--- src/rtl/instr_realign_buf_pkg.sv ---
// ============================================================================
// instr_realign_buf_pkg
// Shared definitions for the fetch realigner and its parcel FIFO.
//   - RALGN_FETCH_W_DEF / RALGN_BUF_DEPTH_DEF : default line width / depth
//   - parcel_cnt_t                            : parcel counter wide enough for
//                                               any buffer up to RALGN_MAX_DEPTH
//   - type_ralgn_states_e                     : fetch-side FSM states
// ============================================================================
package instr_realign_buf_pkg;

   localparam int RALGN_FETCH_W_DEF   = 32;
   localparam int RALGN_BUF_DEPTH_DEF = 8;
   localparam int RALGN_MAX_DEPTH     = 64;

   // One extra bit so a completely full buffer can still be represented
   typedef logic [$clog2(RALGN_MAX_DEPTH):0] parcel_cnt_t;

   typedef enum logic {
      RALGN_IDLE  = 1'b0,
      RALGN_FETCH = 1'b1
   } type_ralgn_states_e;

endpackage

--- src/rtl/ralgn_parcel_fifo.sv ---
// ============================================================================
// ralgn_parcel_fifo
// Circular buffer of 16-bit instruction parcels. A push writes up to PUSH_W
// parcels at once (parcel 0 of push_data_i lands first); a pop removes one or
// two parcels from the head. flush_i empties the buffer.
// Ports:
//   clk, rst       : clock, synchronous active-high reset
//   flush_i        : discard all buffered parcels
//   push_i         : write push_n_i parcels from push_data_i
//   push_n_i       : number of parcels to write (0..PUSH_W)
//   push_data_i    : PUSH_W parcels, lowest parcel first
//   pop_i, pop2_i  : remove one parcel, or two when pop2_i is also set
//   count_o        : parcels currently stored
//   head_o, head1_o: oldest parcel and the one behind it
// ============================================================================
module ralgn_parcel_fifo
   import instr_realign_buf_pkg::*;
#(
   parameter int BUF_DEPTH = RALGN_BUF_DEPTH_DEF,
   parameter int PUSH_W    = 2
)(
   input  logic                  clk,
   input  logic                  rst,
   input  logic                  flush_i,
   input  logic                  push_i,
   input  parcel_cnt_t           push_n_i,
   input  logic [16*PUSH_W-1:0]  push_data_i,
   input  logic                  pop_i,
   input  logic                  pop2_i,
   output parcel_cnt_t           count_o,
   output logic [15:0]           head_o,
   output logic [15:0]           head1_o
);

   localparam int AW = $clog2(BUF_DEPTH);

   logic [15:0]   r_mem [BUF_DEPTH];
   logic [AW-1:0] r_rdPtr;
   logic [AW-1:0] r_wrPtr;
   parcel_cnt_t   r_count;
   parcel_cnt_t   w_popN;
   parcel_cnt_t   w_pushN;

   assign w_popN  = pop_i  ? (pop2_i ? parcel_cnt_t'(2) : parcel_cnt_t'(1)) : '0;
   assign w_pushN = push_i ? push_n_i : '0;

   // Pointer and occupancy bookkeeping; pointers wrap naturally because the
   // depth is a power of two.
   always_ff @(posedge clk) begin
      if (rst || flush_i) begin
         r_rdPtr <= '0;
         r_wrPtr <= '0;
         r_count <= '0;
      end else begin
         r_wrPtr <= r_wrPtr + AW'(w_pushN);
         r_rdPtr <= r_rdPtr + AW'(w_popN);
         r_count <= r_count + w_pushN - w_popN;
      end
   end

   // Parcel storage needs no reset: count gates every read that matters.
   always_ff @(posedge clk) begin
      if (push_i && !flush_i) begin
         for (int i = 0; i < PUSH_W; i++) begin
            if (parcel_cnt_t'(i) < push_n_i) begin
               r_mem[r_wrPtr + AW'(i)] <= push_data_i[16*i +: 16];
            end
         end
      end
   end

   assign count_o = r_count;
   assign head_o  = r_mem[r_rdPtr];
   assign head1_o = r_mem[r_rdPtr + AW'(1)];

endmodule

--- src/rtl/instr_realign_buf.sv ---
// ============================================================================
// instr_realign_buf
// Fetch realigner: issues line-aligned cache reads of FETCH_W bits, buffers
// the returned parcels and hands one aligned instruction per cycle to IF.
// Optional feature macro: COMPRESSED_EN (16-bit instructions, halfword PCs).
// Ports:
//   clk, rst                 : clock, synchronous active-high reset
//   if_req_i                 : IF allows new fetches
//   if_kill_i, if_pc_i       : redirect and its target PC
//   if_stall_i               : IF does not consume this cycle
//   if_valid_o, if_instr_o   : complete aligned instruction available
//   if_comp_o, if_pc_o       : instruction is 16-bit / its PC
//   ic_req_o, ic_addr_o      : cache request and line address
//   ic_kill_o                : abort outstanding cache request
//   ic_ack_i, ic_rdata_i     : cache response and line data
// ============================================================================
module instr_realign_buf
   import instr_realign_buf_pkg::*;
#(
   parameter int              FETCH_W   = RALGN_FETCH_W_DEF,
   parameter int              BUF_DEPTH = RALGN_BUF_DEPTH_DEF,
   parameter int              ADDR_W    = 32,
   parameter logic [ADDR_W-1:0] RESET_PC = ADDR_W'(32'h8000_0000)
)(
   input  logic               clk,
   input  logic               rst,
   input  logic               if_req_i,
   input  logic               if_kill_i,
   input  logic [ADDR_W-1:0]  if_pc_i,
   input  logic               if_stall_i,
   output logic               if_valid_o,
   output logic [31:0]        if_instr_o,
   output logic               if_comp_o,
   output logic [ADDR_W-1:0]  if_pc_o,
   output logic               ic_req_o,
   output logic [ADDR_W-1:0]  ic_addr_o,
   output logic               ic_kill_o,
   input  logic               ic_ack_i,
   input  logic [FETCH_W-1:0] ic_rdata_i
);

   localparam int PPL    = FETCH_W / 16;
   localparam int LB     = $clog2(FETCH_W / 8);
   localparam int SKIP_W = LB - 1;

   type_ralgn_states_e r_state;
   logic [ADDR_W-1:0]  r_fetchAddr;
   logic [ADDR_W-1:0]  r_headPc;
   logic [SKIP_W-1:0]  r_skip;

   parcel_cnt_t        w_count;
   parcel_cnt_t        w_pushN;
   logic [15:0]        w_head;
   logic [15:0]        w_head1;
   logic [FETCH_W-1:0] w_line;
   logic               w_comp;
   logic               w_valid;
   logic               w_pop;
   logic               w_push;
   logic               w_canIssue;
   logic               w_canIssueAfterAck;

   // Halfword PCs are only legal with compressed support; otherwise the
   // redirect target is forced onto a word boundary.
   function automatic logic [ADDR_W-1:0] normPc(input logic [ADDR_W-1:0] a);
`ifdef COMPRESSED_EN
      return a & ~ADDR_W'(1);
`else
      return a & ~ADDR_W'(3);
`endif
   endfunction

   function automatic logic [ADDR_W-1:0] alignLine(input logic [ADDR_W-1:0] a);
      return a & ~ADDR_W'(FETCH_W/8 - 1);
   endfunction

   function automatic logic [SKIP_W-1:0] skipOf(input logic [ADDR_W-1:0] a);
      logic [ADDR_W-1:0] n;
      n = normPc(a);
      return n[LB-1:1];
   endfunction

   // The first line after a restart drops the parcels that precede the target
   // PC; shifting them out lets the FIFO always take a contiguous low slice.
   assign w_line  = ic_rdata_i >> {r_skip, 4'b0000};
   assign w_pushN = parcel_cnt_t'(PPL) - parcel_cnt_t'(r_skip);
   assign w_push  = (r_state == RALGN_FETCH) && ic_ack_i && !if_kill_i;

   ralgn_parcel_fifo #(
      .BUF_DEPTH (BUF_DEPTH),
      .PUSH_W    (PPL)
   ) u_fifo (
      .clk         (clk),
      .rst         (rst),
      .flush_i     (if_kill_i),
      .push_i      (w_push),
      .push_n_i    (w_pushN),
      .push_data_i (w_line),
      .pop_i       (w_pop),
      .pop2_i      (!w_comp),
      .count_o     (w_count),
      .head_o      (w_head),
      .head1_o     (w_head1)
   );

`ifdef COMPRESSED_EN
   assign w_comp = (w_head[1:0] != 2'b11);
`else
   assign w_comp = 1'b0;
`endif

   assign w_valid = (w_comp && (w_count >= parcel_cnt_t'(1))) || (w_count >= parcel_cnt_t'(2));
   assign w_pop   = w_valid && !if_stall_i && !if_kill_i;

   // Issue decisions ignore parcels popped this cycle. When a line lands, its
   // parcels are counted so the following request cannot overflow the buffer.
   assign w_canIssue         = if_req_i && ((32'(w_count) + 32'(PPL)) <= 32'(BUF_DEPTH));
   assign w_canIssueAfterAck = if_req_i &&
                               ((32'(w_count) + 32'(w_pushN) + 32'(PPL)) <= 32'(BUF_DEPTH));

   // Fetch FSM plus PC / fetch-address / skip registers. A redirect restarts
   // fetching straight away so the new line is requested in the next cycle.
   always_ff @(posedge clk) begin
      if (rst) begin
         r_state     <= RALGN_IDLE;
         r_fetchAddr <= alignLine(RESET_PC);
         r_headPc    <= normPc(RESET_PC);
         r_skip      <= skipOf(RESET_PC);
      end else if (if_kill_i) begin
         r_state     <= if_req_i ? RALGN_FETCH : RALGN_IDLE;
         r_fetchAddr <= alignLine(if_pc_i);
         r_headPc    <= normPc(if_pc_i);
         r_skip      <= skipOf(if_pc_i);
      end else begin
         if (w_pop) begin
            r_headPc <= r_headPc + (w_comp ? ADDR_W'(2) : ADDR_W'(4));
         end
         case (r_state)
            RALGN_IDLE: begin
               if (w_canIssue) begin
                  r_state <= RALGN_FETCH;
               end
            end
            RALGN_FETCH: begin
               if (ic_ack_i) begin
                  r_skip      <= '0;
                  r_fetchAddr <= r_fetchAddr + ADDR_W'(FETCH_W/8);
                  r_state     <= w_canIssueAfterAck ? RALGN_FETCH : RALGN_IDLE;
               end
            end
            default: r_state <= RALGN_IDLE;
         endcase
      end
   end

   // Outputs read as zero whenever there is nothing to present.
   assign if_valid_o = w_valid;
   assign if_comp_o  = w_valid && w_comp;
   assign if_instr_o = !w_valid ? 32'h0 : (w_comp ? {16'h0, w_head} : {w_head1, w_head});
   assign if_pc_o    = w_valid ? r_headPc : '0;
   assign ic_req_o   = (r_state == RALGN_FETCH);
   assign ic_addr_o  = ic_req_o ? r_fetchAddr : '0;
   assign ic_kill_o  = if_kill_i;

endmodule

--- config.mk ---
export PLATFORM = sky130hd
export DESIGN_NAME = instr_realign_buf
export DESIGN_NICKNAME = d
export VERILOG_FILES = /design/src/rtl/instr_realign_buf_pkg.sv /design/src/rtl/ralgn_parcel_fifo.sv /design/src/rtl/instr_realign_buf.sv
export SDC_FILE = /design/constraint.sdc
export NUM_CORES = 1
export LEC_CHECK = 0
export ABC_AREA = 1
export CORE_ASPECT_RATIO = 1.5
export CORE_UTILIZATION = 36
export CTS_CLUSTER_DIAMETER = 200
export DETAILED_ROUTE_END_ITERATION = 7
export DONT_BUFFER_PORTS = 1
export GPL_TIMING_DRIVEN = 0
export SYNTH_ARGS = -nofsm -noshare
export SYNTH_HDL_FRONTEND = slang
export SYNTH_HIERARCHICAL = 1
export SYNTH_SLANG_ARGS = --single-unit
--- constraint.sdc ---
create_clock -name clk -period 3.9 [get_ports clk]
set_input_delay 0.39 -clock clk [delete_from_list [all_inputs] [get_ports clk]]
set_output_delay 0.39 -clock clk [all_outputs]
set_load 0.005 [all_outputs]
==> results_dict.tcl <==
set metrics [dict create \
    status "complete, no violations" \
    io_buffers 0 \
    drive_gt1_frac 0.0836 \
    final_cell_area_sq_um 16100 \
    syn_area_sq_um 14600 \
    final_nets 2321 \
    root_buffer "clkbuf_16" \
    dp_cells 2705 \
    worstHoldStart "ic_rdata_i[14]" \
    post-route-min-period_ns 3.34 \
    critPathCaptureType "register" \
    yosysMostFrequentCell "nand2_1" \
    peakVddDrop_v 0.000409 \
    ios 170 \
    hp-class "input pin to register" \
    max-clock-path-buffers 3 \
    arrival_ns 3.81 \
    post_drt_wl_per_cell_microns 20.6 \
    critPathLaunchType "register" \
    critPathTopFamily "simple AND/OR/NAND/NOR gates" \
    cp_cell_sequence "buf_2 -> nand2_1 -> nor2_1 -> buf_2 -> buf_4 -> nand2_1 -> fa_1 -> inv_1 -> fa_1 -> nand2_1 -> nand2_1 -> nand3_1 -> nand2_1 -> nand2_1 -> nand2_1 -> nor2_1" \
    postSynth.asyncResetShare 0 \
    grt_max_degree 17 \
    place_area_sq_um 15400 \
    grt_util_all_layers 0.270 \
    cts.sinks 202 \
    r2r-start "ic_req_o$_SDFF_PP0_" \
    critPathMaxFanout 10 \
    period_share 0.857 \
    synthFlopType "edfxtp_1" \
    grt_pass1_wl_microns 84700 \
    drc_errors 0 \
    cts_tree "done" \
    p_leak_nw 7.09 \
    fin_skew_ns 0.0119 \
    slew_headroom 0.437 \
    vias_per_cell 5.40 \
    slew_violations 0 \
    drt_iter0_drc 1255 \
    syn_to_final_growth_pct 10.1 \
    yosysTopAreaCellShare 0.263 \
    htree_levels 1 \
    die_height_microns 249 \
    synth-seq-area-share 0.364 \
    critPathLaunch "ic_req_o$_SDFF_PP0_" \
    syn_area_per_cell_sq_um 6.73 \
    slowest_stage "fa_1" \
    synth_seq_cells 202 \
    finalWirelength_microns 56400 \
    die_w_microns 167 \
    worstMarginPinSlew_ns 0.845 \
    grt_pass1_vias 14700 \
    synthCells 2176 \
    slowest_delay_ns 0.52 \
    ys_warn_count 6 \
    crit_top_cell "nand2_1" \
    antenna_found_initial 2 \
    max_freq_mhz 299 \
    synthTopCellsByArea "edfxtp_1, nand2_1, dfxtp_1" \
    finalSetupViolations 0 \
    grt_setup_unrepaired "no" \
    ant_nets 0 \
    finalHoldViolCount 0 \
    hpwl_microns 44200 \
    synth_top_area_cell "edfxtp_1" \
    numCtsBuffers 23 \
    vias 14800 \
    initial_core_util 0.364 \
    core-area_sq_um 40200 \
    cap_viol_max_count 0 \
    cp_num_buf_inv 4 \
    n_antenna_cell 0 \
    dr.pass1.iters 5 \
    critPathKind "register to register" \
    synth_cell_types 46 \
    clk_latency_ns 0.53 \
    die_area_sq_um 41500 \
    grt_overflow 0 \
    synth_edf_count 128 \
    gp_congestion 0.990 \
    final_cells 2744 \
    powerDensity_nw_per_um2 399 \
    path_clk_slew_ns 0.06 \
    required_ns 4.37 \
    yosys-top-cells-count "nand2_1, inv_1, nor2_1, o21ai_0, edfxtp_1" \
    num_rows 90 \
    ctsResizeCount 0 \
]
-- final timing paths --
check        depth (start not counted)                            end  slack [ns]
max reg2reg                         16   u_fifo/count_o[6]$_SDFF_PP0_        0.56
min reg2reg                          2       r_headPc[2]$_SDFFE_PP0P_        0.54
min                                  2  u_fifo/r_mem[2][14]$_DFFE_PP_        0.04
max                                 16   u_fifo/count_o[6]$_SDFF_PP0_        0.56
-- final cells by class --
type / instances / area [sq um]
tap: 506 / 633
sequential: 202 / 5330
inverter: 301 / 1140
buffer: 128 / 754
timing repair buffer: 5 / 66.3
multi-input combinational: 1564 / 7500
fill: 4241 / 24100
clock buffer: 32 / 641
clock inverter: 6 / 55.1
-- worst register-to-register path: stages (launching register included) --
cell,delay (ns)
dfxtp_1,0.40
buf_2,0.26
nand2_1,0.15
nor2_1,0.21
buf_2,0.34
buf_4,0.24
nand2_1,0.13
fa_1,0.52
inv_1,0.07
fa_1,0.43
nand2_1,0.10
nand2_1,0.08
nand3_1,0.08
nand2_1,0.08
nand2_1,0.07
nand2_1,0.04
nor2_1,0.09
-- cells in the final DEF, fill, tap and decap left out, types with 3 or more instances in the layout --
cell type / n
nand2_1: 661
inv_1: 288
nor2_1: 203
o21ai_0: 159
edfxtp_1: 128
nand3_1: 122
a21oi_1: 121
dfxtp_1: 74
o21ai_1: 64
clkbuf_1: 52
buf_2: 36
o211ai_1: 23
clkbuf_16: 23
nor3_1: 22
buf_4: 22
ha_1: 22
conb_1: 21
xor2_1: 20
a31oi_1: 19
buf_6: 19
nand4_1: 17
o22ai_1: 16
nand2_4: 14
nor2_2: 13
nor2_4: 11
inv_2: 9
nand2_2: 8
nor2_8: 4
buf_8: 4
o21ai_2: 4
fa_1: 4
clkinv_1: 3
buf_1: 3
clkbuf_4: 3
-- registers in the layout, summed over array words and instances, names as in the netlist --
name / cells
ic_req_o: 1
u_fifo/r_mem: 128
u_fifo/r_wrPtr: 3
u_fifo/count_o: 7
u_fifo/r_rdPtr: 3
r_headPc: 30
r_fetchAddr: 30
-- cell families (layout without fill, tap and decap cells) --
kind of cell,after synthesis,after routing,synth area share
buffers and inverters,429,472,0.130
adder cells (fa/ha/maj),26,26,0.0243
flip-flops,202,202,0.364
AO/OA/AOI/OAI,409,409,0.147
other,2,21,0.000513
XOR/XNOR,22,22,0.0144
AND/OR/NAND/NOR,1086,1086,0.320
-- timing repair --
action                    in CTS  in global routing
hold endpoints to repair       1                  0
buffers inserted               0                  0
hold buffers                   1                  0
-- metrics by stage --
| step | hold slack (ns) | power, mW | setup slack, ns | setup TNS (ns) | utilization |
|---|---|---|---|---|---|
| finish | 0.0401 | 6.43 | 0.558 | 0 | 0.401 |
| global route | 0.0295 | 6.74 | 0.303 | 0 | 0.401 |
| CTS | 0.0149 | 6.45 | 0.545 | 0 | 0.401 |
| detailed placement | 0.527 | 4.33 | 0.553 | 0 | 0.383 |
| global placement | 0.503 | 4.28 | -0.865 | -52.05 | 0.382 |
| floorplan | 0.485 | 3.80 | 0.887 | 0 | - |
-- power by group --
| part | switching (mW) | leakage, nW | total (mW) | internal [mW] |
|---|---|---|---|---|
| sequential | 0.119 | 1.76 | 2.48 | 2.36 |
| combinational | 1.32 | 4.98 | 1.84 | 0.515 |
| clock | 0.909 | 0.342 | 2.11 | 1.20 |
| total | 2.35 | 7.09 | 6.43 | 4.08 |
-- metal layers --
metal	up-vias	routed length [microns]	part of all wire	global-route usage
met5	-	26	0.00046	0
met4	4	3960	0.070	0.189
met3	206	3560	0.063	0.0388
met2	673	29000	0.51	0.499
met1	6885	19900	0.35	0.278
li1	7045	-	-	-
(Power assumes the default switching activity.)
